<file path="config.mk">
export PLATFORM = sky130hd
export DESIGN_NAME = fifo_stream_drain
export DESIGN_NICKNAME = d
export VERILOG_FILES = /design/src/rtl/fifo_stream_pkg.sv /design/src/rtl/fifo_skid_buf.sv /design/src/rtl/fifo_stream_drain.sv
export SDC_FILE = /design/constraint.sdc
export NUM_CORES = 1
export LEC_CHECK = 0
export ABC_AREA = 1
export ABC_CLOCK_PERIOD_IN_PS = 6780
export CORE_ASPECT_RATIO = 1.4
export CORE_UTILIZATION = 45
export DETAILED_ROUTE_END_ITERATION = 8
export PLACE_DENSITY_LB_ADDON = 0.25
export SLEW_MARGIN = 25
export SYNTH_ARGS = -nofsm -noshare
export SYNTH_HDL_FRONTEND = slang
export SYNTH_HIERARCHICAL = 1
export SYNTH_SLANG_ARGS = --single-unit
</file>
<file path="constraint.sdc">
create_clock -name clk -period 6.78 [get_ports clk]
set_input_delay 1.356 -clock clk [delete_from_list [all_inputs] [get_ports clk]]
set_output_delay 1.356 -clock clk [all_outputs]
set_load 0.01 [all_outputs]
</file>
<file path="src/rtl/fifo_stream_pkg.sv">
// Shared types and helpers for the FIFO read-side drain stage.
// Holds the skid-buffer depth, the occupancy type and a saturating increment.
package fifo_stream_pkg;

    localparam int unsigned SKID_DEPTH = 2;

    typedef logic [1:0] occ_t;

    // Increment v, clamping at the all-ones value of a width-bit counter.
    function automatic logic [63:0] sat_inc(input logic [63:0] v, input int unsigned width);
        logic [63:0] max_val;
        max_val = (width >= 64) ? '1 : ((64'd1 << width) - 64'd1);
        return (v >= max_val) ? max_val : (v + 64'd1);
    endfunction

endpackage

</file>
<file path="src/rtl/fifo_skid_buf.sv">
// Two-entry in-order skid buffer; entry 0 is always the head.
// Supports a same-cycle push and pop, and a flush that empties it on the next edge.
module fifo_skid_buf
    import fifo_stream_pkg::*;
#(
    parameter int unsigned DATA_WIDTH = 16
) (
    input  logic                  clk,
    input  logic                  rst,
    input  logic                  flush_i,
    input  logic                  push_i,
    input  logic [DATA_WIDTH-1:0] push_data_i,
    input  logic                  pop_i,
    output occ_t                  occ_o,
    output logic [DATA_WIDTH-1:0] head_data_o
);

    logic [DATA_WIDTH-1:0] mem_q [SKID_DEPTH];
    logic [DATA_WIDTH-1:0] mem_d [SKID_DEPTH];
    occ_t                  occ_q;
    occ_t                  occ_d;
    logic                  wr_idx;

    always_comb begin
        mem_d  = mem_q;
        occ_d  = occ_q;
        // Tail slot after any pop this cycle; a push only happens when this is 0 or 1.
        wr_idx = ((occ_q - occ_t'(pop_i)) != '0);
        if (flush_i) begin
            occ_d = '0;
        end else begin
            if (pop_i && (occ_q == occ_t'(SKID_DEPTH))) begin
                mem_d[0] = mem_q[1];
            end
            if (push_i) begin
                mem_d[wr_idx] = push_data_i;
            end
            occ_d = occ_q + occ_t'(push_i) - occ_t'(pop_i);
        end
    end

    always_ff @(posedge clk) begin
        if (rst) begin
            mem_q <= '{default: '0};
            occ_q <= '0;
        end else begin
            mem_q <= mem_d;
            occ_q <= occ_d;
        end
    end

    assign occ_o       = occ_q;
    assign head_data_o = mem_q[0];

endmodule

</file>
<file path="src/rtl/fifo_stream_drain.sv">
// Drains a 1-cycle-latency synchronous FIFO into a valid/ready stream through a skid buffer.
// Also keeps a wrapping beat counter, a saturating stall counter and a sticky underflow flag.
module fifo_stream_drain
    import fifo_stream_pkg::*;
#(
    parameter int unsigned DATA_WIDTH = 16,
    parameter int unsigned CNT_WIDTH  = 32
) (
    input  logic                  clk,
    input  logic                  rst,
    input  logic [DATA_WIDTH-1:0] fifo_dout,
    input  logic                  fifo_empty,
    input  logic                  fifo_underflow,
    output logic                  fifo_rd_en,
    output logic                  m_valid,
    input  logic                  m_ready,
    output logic [DATA_WIDTH-1:0] m_data,
    input  logic                  flush,
    output logic [CNT_WIDTH-1:0]  beat_count,
    output logic [CNT_WIDTH-1:0]  stall_count,
    output logic                  err_underflow
);

    occ_t                 occ;
    logic                 pop;
    logic                 push;
    logic [2:0]           level;
    logic                 inflight_q, inflight_d;
    logic [CNT_WIDTH-1:0] beat_q, beat_d;
    logic [CNT_WIDTH-1:0] stall_q, stall_d;
    logic                 err_q, err_d;

    always_comb begin
        m_valid = (occ != '0) && !flush;
        pop     = m_valid && m_ready;
        // Entries the buffer will hold once the in-flight word lands and this pop leaves.
        level   = 3'(occ) + 3'(inflight_q) - 3'(pop);
        fifo_rd_en = !fifo_empty && !flush && !rst && (level <= 3'd1);
        // A word arriving during flush belongs to the discarded stream.
        push       = inflight_q && !flush;
        inflight_d = fifo_rd_en;
    end

    always_comb begin
        beat_d  = beat_q + CNT_WIDTH'(pop);
        stall_d = stall_q;
        if (m_valid && !m_ready) begin
            stall_d = CNT_WIDTH'(sat_inc(64'(stall_q), CNT_WIDTH));
        end
        err_d = err_q || fifo_underflow;
    end

    always_ff @(posedge clk) begin
        if (rst) begin
            inflight_q <= 1'b0;
            beat_q     <= '0;
            stall_q    <= '0;
            err_q      <= 1'b0;
        end else begin
            inflight_q <= inflight_d;
            beat_q     <= beat_d;
            stall_q    <= stall_d;
            err_q      <= err_d;
        end
    end

    fifo_skid_buf #(
        .DATA_WIDTH (DATA_WIDTH)
    ) u_skid_buf (
        .clk         (clk),
        .rst         (rst),
        .flush_i     (flush),
        .push_i      (push),
        .push_data_i (fifo_dout),
        .pop_i       (pop),
        .occ_o       (occ),
        .head_data_o (m_data)
    );

    assign beat_count    = beat_q;
    assign stall_count   = stall_q;
    assign err_underflow = err_q;

endmodule

</file>
==> impl_metrics.py, run 1 <==
metrics = {
    "outcome": {
        "outcome": "finished clean",
    },
    "logic_synthesis": {
        "yosysMostFrequentCell": "nand2_1",
        "ys_types": 39,
        "async_flop_share_pct": 0,
        "synth.ff_latch_count": 100,
        "synth_top_area_cell": "dfxtp_1",
        "yosysWarningCount": 6,
        "synth_common_cells": "nand2_1, nor2_1, dfxtp_1",
        "yosysTopAreaCellShare_pct": 35.11,
        "synthTopCellsByArea": "dfxtp_1, nand2_1, nor2_1",
        "synth_cells": 854,
        "synth_edf_count": 0,
        "syn-mean-instance-area_um2": 6.676,
        "synth-seq-area-share_pct": 35.11,
        "synth_ff_type": "dfxtp_1",
        "synth_fp_nets": 884,
        "post_synth_instance_area_um2": 5702,
    },
    "global_routing": {
        "grt.total_usage_pct": 21.49,
        "grt.busiest_layer": "met2",
        "grt_start_max_net_pins": 75,
        "grt_first_pass_wirelength_um": 23000,
        "use_met3_pct": 4.025,
        "antenna_found_initial": 0,
        "grt_pass1_vias": 4901,
        "grt_use_met2_pct": 39.48,
        "grt_use_met1_pct": 24.64,
        "grt-ovfl-total": 0,
    },
    "run": {
        "max-cap-violations": 0,
    },
    "drt": {
        "num_vias": 5454,
        "drtPass1Iterations": 5,
        "detail-route-antenna-nets": 0,
        "route.detailed.drc": 0,
        "viasPerCell": 5.041,
        "wirelength_um": 13820,
        "drt_iter0_markers": 251,
        "wire_per_inst_um": 12.77,
    },
    "critical_path": {
        "r2r-end": "beat_count[18]$_SDFF_PP0_",
        "ff2ff_setup_slack_ps": 3870,
        "crit_required_ps": 5420,
        "reg2reg_from": "u_skid_buf/occ_o[1]$_SDFF_PP0_",
        "cp-end-kind": "primary output",
        "cp-start-kind": "input pin",
        "crit_fanout": 3,
        "ff2ff_path_depth": 17,
        "critical_path_class": "in2out",
        "crit_arrival_ps": 3990,
    },
    "finish": {
        "diodes": 0,
        "instances_no_fill": 1082,
        "fill_cells": 1220,
        "layout-drive-gt1-share_pct": 7.511,
        "fin_nets": 957,
        "syn_to_final_growth_pct": 22.32,
    },
    "floorplan": {
        "io_pins": 105,
        "num_rows": 48,
        "core_um2": 12310,
        "chipHeight_um": 135.2,
        "dieArea_um2": 13130,
        "start_util_pct": 46.31,
        "fp.dieW_um": 97.14,
    },
    "cts": {
        "htreeDepth": 3,
        "cts.path.max_buffers": 2,
        "cts_hold_buf": 0,
        "clock_latency_ps": 350,
        "cts_sinks": 100,
        "cts_tree": "built",
        "cts_setup_buffers": 0,
        "clk_pin_slew_ps": 60,
        "cts_buffers": 9,
        "cts_root_buf": "clkbuf_16",
        "ctsResizeCount": 0,
    },
    "timing": {
        "tightest_slew_ps": 876.7,
        "finalSetupViolCount": 0,
        "finalMaxSlewViolations": 0,
        "fin_crit_ps": 5349,
        "tns_ps": 0,
        "max-slew-margin-rel_pct": 41.49,
        "rsz0062_at_grt": "false",
        "fin_crit_sh_pct": 78.89,
        "clock.fmax_ghz": 0.1870,
        "hold_viol_final": 0,
        "skew_ps": 4.672,
    },
    "power": {
        "clkPwrFrac_pct": 46.4,
        "p_leak_nw": 2.636,
        "power.switching_mw": 0.2606,
        "combinationalPowerShare_pct": 4.5,
        "ir_drop_uv": 145.5,
        "p_seq_share_pct": 49.0,
        "power.density_nw_per_um2": 173.3,
        "intPower_mw": 0.9481,
        "power.share.switching_pct": 21.56,
    },
    "placed_design": {
        "routabilityCongestion": 0.8485,
        "numPortBuffers": 104,
        "placedCellCount": 1066,
        "dp_hpwl_um": 10030,
    },
    "min_path": {
        "min-delay-start": "err_underflow$_SDFF_PP0_",
        "hold_path.class": "reg2reg",
        "worstHoldEndpoint": "err_underflow$_SDFF_PP0_",
        "hold_path_depth": 2,
    },
}
[metal layers]
metal	up-vias	routed length [um]	part of all wire, %
li1	2859	-	-
met1	2469	5816	42
met2	109	7059	51
met3	17	661	4.8
met4	0	280	2.0
met5	-	0	0
[through the flow]
| stage | hold slack, ps | instance area [um2] | utilization (%) | setup WS (ps) | power, mW |
|---|---|---|---|---|---|
| 2_1_floorplan | 444.3 | 5702 | - | 2247 | 0.6394 |
| 3_3_place_gp | 445.5 | 6644 | 53.96 | 1448 | 0.6616 |
| 3_5_place_dp | 456.9 | 6649 | 54.00 | 1412 | 0.6617 |
| 4_1_cts | 467.9 | 6974 | 56.65 | 1410 | 1.224 |
| 5_1_grt | 484.7 | 6974 | 56.65 | 1284 | 1.249 |
| 6_report | 466.2 | 6974 | 56.65 | 1431 | 1.209 |
[worst max path at each step]
stage | start | endpoint | slack, ps | cells after the start
after floorplan | flush | fifo_rd_en | 2250 | 10
after global placement | flush | fifo_rd_en | 1450 | 12
after detailed placement | flush | fifo_rd_en | 1410 | 12
after CTS | flush | fifo_rd_en | 1410 | 12
after global routing | flush | fifo_rd_en | 1280 | 12
final | flush | fifo_rd_en | 1430 | 12
[placed cells by master, fill, tap and decap left out, types with 3 or more instances in the layout]
master             n
nor2_1           110
nand2_2            5
nor2_2             8
dfxtp_1          100
clkinv_2           3
nand3_2            6
nor3_1            13
nand3_1           61
clkdlybuf4s50_1  103
buf_4              4
xor2_1            15
inv_1             91
a21oi_2            6
clkbuf_16          9
a21oi_1           65
nor2_4             7
a31oi_1            4
nand3b_1           5
o21ai_0           11
xnor2_1            3
o21a_1             3
nand2_1          238
inv_2              5
ha_1               7
nand4_1           27
[power by group through the flow]
stage	logic, mW	registers, mW	clock network, mW
after detailed placement	0.0556	0.606	0
after global placement	0.0554	0.606	0
final	0.0549	0.593	0.561
after CTS	0.0557	0.592	0.576
after global routing	0.0610	0.593	0.596
after floorplan	0.0334	0.606	0
[final cells by class]
cell class | count | area [um2] | area share, %
inverters | 97 | 365.4 | 5.239
well taps | 150 | 187.7 | 2.691
multi-input cells | 611 | 3028 | 43.42
clock inverters | 6 | 86.33 | 1.238
clock buffers | 10 | 239.0 | 3.427
flip-flops and latches | 100 | 2002 | 28.70
repair buffers | 108 | 1066 | 15.29
[worst max-delay path, stage by stage]
cell and delay, ps:
clkdlybuf4s50_1 430, nor2_2 160, inv_1 50, nor2_1 130
ha_1 250, inv_1 60, ha_1 120, inv_1 50
fa_1 480, nand2_1 70, nor4_1 260, clkdlybuf4s50_1 580
[kinds of logic after synthesis]
kind of cell / synth area share (%)
fa+ha+maj: 1.887
simple gates: 39.46
buf+inv: 11.87
xor+xnor: 2.765
flops: 35.11
compound gates: 8.909
(Power assumes the default switching activity.)
==> inputs of run 2 (changes only) <==
--- a/config.mk
+++ b/config.mk
@@ -6,7 +6,7 @@
 export NUM_CORES = 1
 export LEC_CHECK = 0
 export ABC_AREA = 1
-export ABC_CLOCK_PERIOD_IN_PS = 6780
+export ABC_CLOCK_PERIOD_IN_PS = 4450
 export CORE_ASPECT_RATIO = 1.4
 export CORE_UTILIZATION = 45
 export DETAILED_ROUTE_END_ITERATION = 8
==> constraint.sdc (replaced) <==
create_clock -name clk -period 4.45 [get_ports clk]
set_input_delay 0.89 -clock clk [delete_from_list [all_inputs] [get_ports clk]]
set_output_delay 0.89 -clock clk [all_outputs]
set_load 0.01 [all_outputs]
==> run 2 against run 1 <==
  * Clock power is 43% higher
  * Hold slack got worse by 5.7 ps
  * Core utilization rose by 0.051 points
  * Final cell count up 0.28%
  * Sequential power up 52%
  * Sequential share of layout area hardly changed
  * Non-clock buffer count increased by 4
  * Critical path depth unchanged
  * Final area is essentially flat
  * Combinational power grew 55%
  * Critical path type unchanged
  * Largest power group unchanged
==> impl_metrics.py, run 2 (synthesis gave the netlist of run 1 again) <==
metrics = {
    "cts": {
        "htreeDepth": 3,
        "clock_latency_ps": 350,
        "cts_tree": "built",
        "cts.path.max_buffers": 2,
        "ctsResizeCount": 0,
        "cts_setup_buffers": 0,
        "cts_hold_buf": 0,
        "clk_pin_slew_ps": 70,
        "cts_sinks": 100,
        "cts_root_buf": "clkbuf_16",
        "cts_buffers": 9,
    },
    "timing": {
        "fin_hold_ws_ps": 460.6,
        "hold_viol_final": 0,
        "fin_crit_sh_pct": 88.66,
        "tightest_slew_ps": 843.4,
        "clock.fmax_ghz": 0.2535,
        "finalMaxSlewViolations": 0,
        "tns_ps": 0,
        "fin_ws_ps": 504.6,
        "finalSetupViolCount": 0,
        "skew_ps": 7.049,
        "max-slew-margin-rel_pct": 43.77,
        "rsz0062_at_grt": "false",
        "fin_crit_ps": 3945,
    },
    "power": {
        "intPower_mw": 1.417,
        "power.switching_mw": 0.3745,
        "p_seq_share_pct": 50.4,
        "power.density_nw_per_um2": 256.7,
        "ir_drop_uv": 193.3,
        "power.share.switching_pct": 20.90,
        "combinationalPowerShare_pct": 4.7,
        "power.total_mw": 1.792,
        "clkPwrFrac_pct": 44.9,
        "p_leak_nw": 2.661,
    },
    "placed_design": {
        "dpl-instance-area_um2": 6674,
        "pre_cts_ws_ps": 89.60,
        "placedCellCount": 1070,
        "numPortBuffers": 104,
        "routabilityCongestion": 0.8738,
        "dp_hpwl_um": 10030,
    },
    "finish": {
        "fin_util_pct": 56.70,
        "multi_input_area_um2": 3023,
        "instances_no_fill": 1085,
        "diodes": 0,
        "regArea_um2": 2002,
        "layout-drive-gt1-share_pct": 7.487,
        "fill_cells": 1220,
        "fin_nets": 961,
        "layout_common_cells": "nand2_1, nor2_1, clkdlybuf4s50_1, dfxtp_1, inv_1",
        "fin_area_um2": 6980,
        "syn_to_final_growth_pct": 22.43,
        "final_common_cell": "nand2_1",
    },
    "run": {
        "max-cap-violations": 0,
    },
    "critical_path": {
        "startpoint": "flush",
        "ff2ff_setup_slack_ps": 1860,
        "reg2reg_from": "u_skid_buf/occ_o[0]$_SDFF_PP0_",
        "cp-start-kind": "input pin",
        "crit_path_frequent_cell": "inv_1",
        "ff2ff_path_depth": 16,
        "crit_cells": 12,
        "cp_top_family": "adder cells",
        "endpoint": "fifo_rd_en",
        "critPathMaxStageDelay_ps": 470,
        "path_buf_inv": 5,
        "crit_required_ps": 3560,
        "cpMaxStageDelayCell": "fa_1",
        "crit_arrival_ps": 3060,
        "cp_cell_sequence": "clkdlybuf4s50_1 > nor2_2 > inv_1 > nor2_1 > ha_1 > inv_1 > ha_1 > inv_1 > fa_1 > nand2_1 > nor4_1 > dlymetal6s2s_1",
        "r2r-end": "beat_count[18]$_SDFF_PP0_",
        "critical_path_class": "in2out",
        "crit_fanout": 2,
        "cp-end-kind": "primary output",
    },
    "global_routing": {
        "grt_start_max_net_pins": 75,
        "grt-ovfl-total": 0,
        "antenna_found_initial": 0,
        "grt.total_usage_pct": 21.67,
        "grt_pass1_vias": 4868,
        "grt_first_pass_wirelength_um": 23040,
    },
    "floorplan": {
        "core_um2": 12310,
        "num_rows": 48,
        "start_util_pct": 46.31,
        "chipHeight_um": 135.2,
        "dieArea_um2": 13130,
        "fp.dieW_um": 97.14,
        "io_pins": 105,
    },
    "drt": {
        "wire_per_inst_um": 12.70,
        "detail-route-antenna-nets": 0,
        "viasPerCell": 5.031,
        "wirelength_um": 13780,
        "drtPass1Iterations": 5,
        "route.detailed.drc": 0,
        "num_vias": 5459,
        "drt_iter0_markers": 233,
    },
    "min_path": {
        "hold_path.class": "reg2reg",
        "hold_path_depth": 2,
        "min-delay-start": "err_underflow$_SDFF_PP0_",
    },
    "outcome": {
        "outcome": "finished clean",
    },
}
-- run 2: cell count changes in the layout (fill, tap and decap cells not counted), sizes merged --
| cell | change |
|---|---|
| buf | +4 |
| bufinv | -1 |
| clkbuf | +4 |
| clkdlybuf4s50 | -1 |
| clkinv | -2 |
| clkinvlp | -1 |
| dlymetal6s2s | +1 |
| inv | -1 |
-- run 2: worst min-delay path by stage --
| stage | to | slack (ps) |
|---|---|---|
| after floorplan | register | 440 |
| after global placement | err_underflow$_SDFF_PP0_ | 440 |
| after detailed placement | err_underflow$_SDFF_PP0_ | 450 |
| after CTS | err_underflow$_SDFF_PP0_ | 470 |
| after global routing | register | 480 |
| final | err_underflow$_SDFF_PP0_ | 460 |
-- run 2: layout make-up --
cell class | count | area share, %
clock inverter | 1 | 0.4302
clock buffer | 14 | 3.925
inverter | 97 | 5.234
timing repair buffer | 112 | 15.74
sequential | 100 | 28.68
tap | 150 | 2.689
multi-input combinational | 611 | 43.31
-- run 2: tightest hold or removal path: stages, from the launching register on --
cell and delay (ps):
dfxtp_1 320, nor2_1 40, nor2_1 60
-- run 2: power groups by stage --
stage	clock [mW]	sequential [mW]	combinational, mW
2_1_floorplan	0	0.923	0.0509
3_3_place_gp	0	0.924	0.0858
3_5_place_dp	0	0.923	0.0862
4_1_cts	0.837	0.903	0.0864
5_1_grt	0.867	0.903	0.0952
6_report	0.804	0.903	0.0850
-- run 2: routing by layer --
layer  wire [um]  track usage [%]  share of wire [%]  vias to the layer above
met5           0                0                  0                        -
met2        7078            39.24                 51                      134
met3         572            2.993                4.2                       15
met1        5825            25.45                 42                     2458
li1            -                -                  -                     2852
met4         300            9.370                2.2                        0
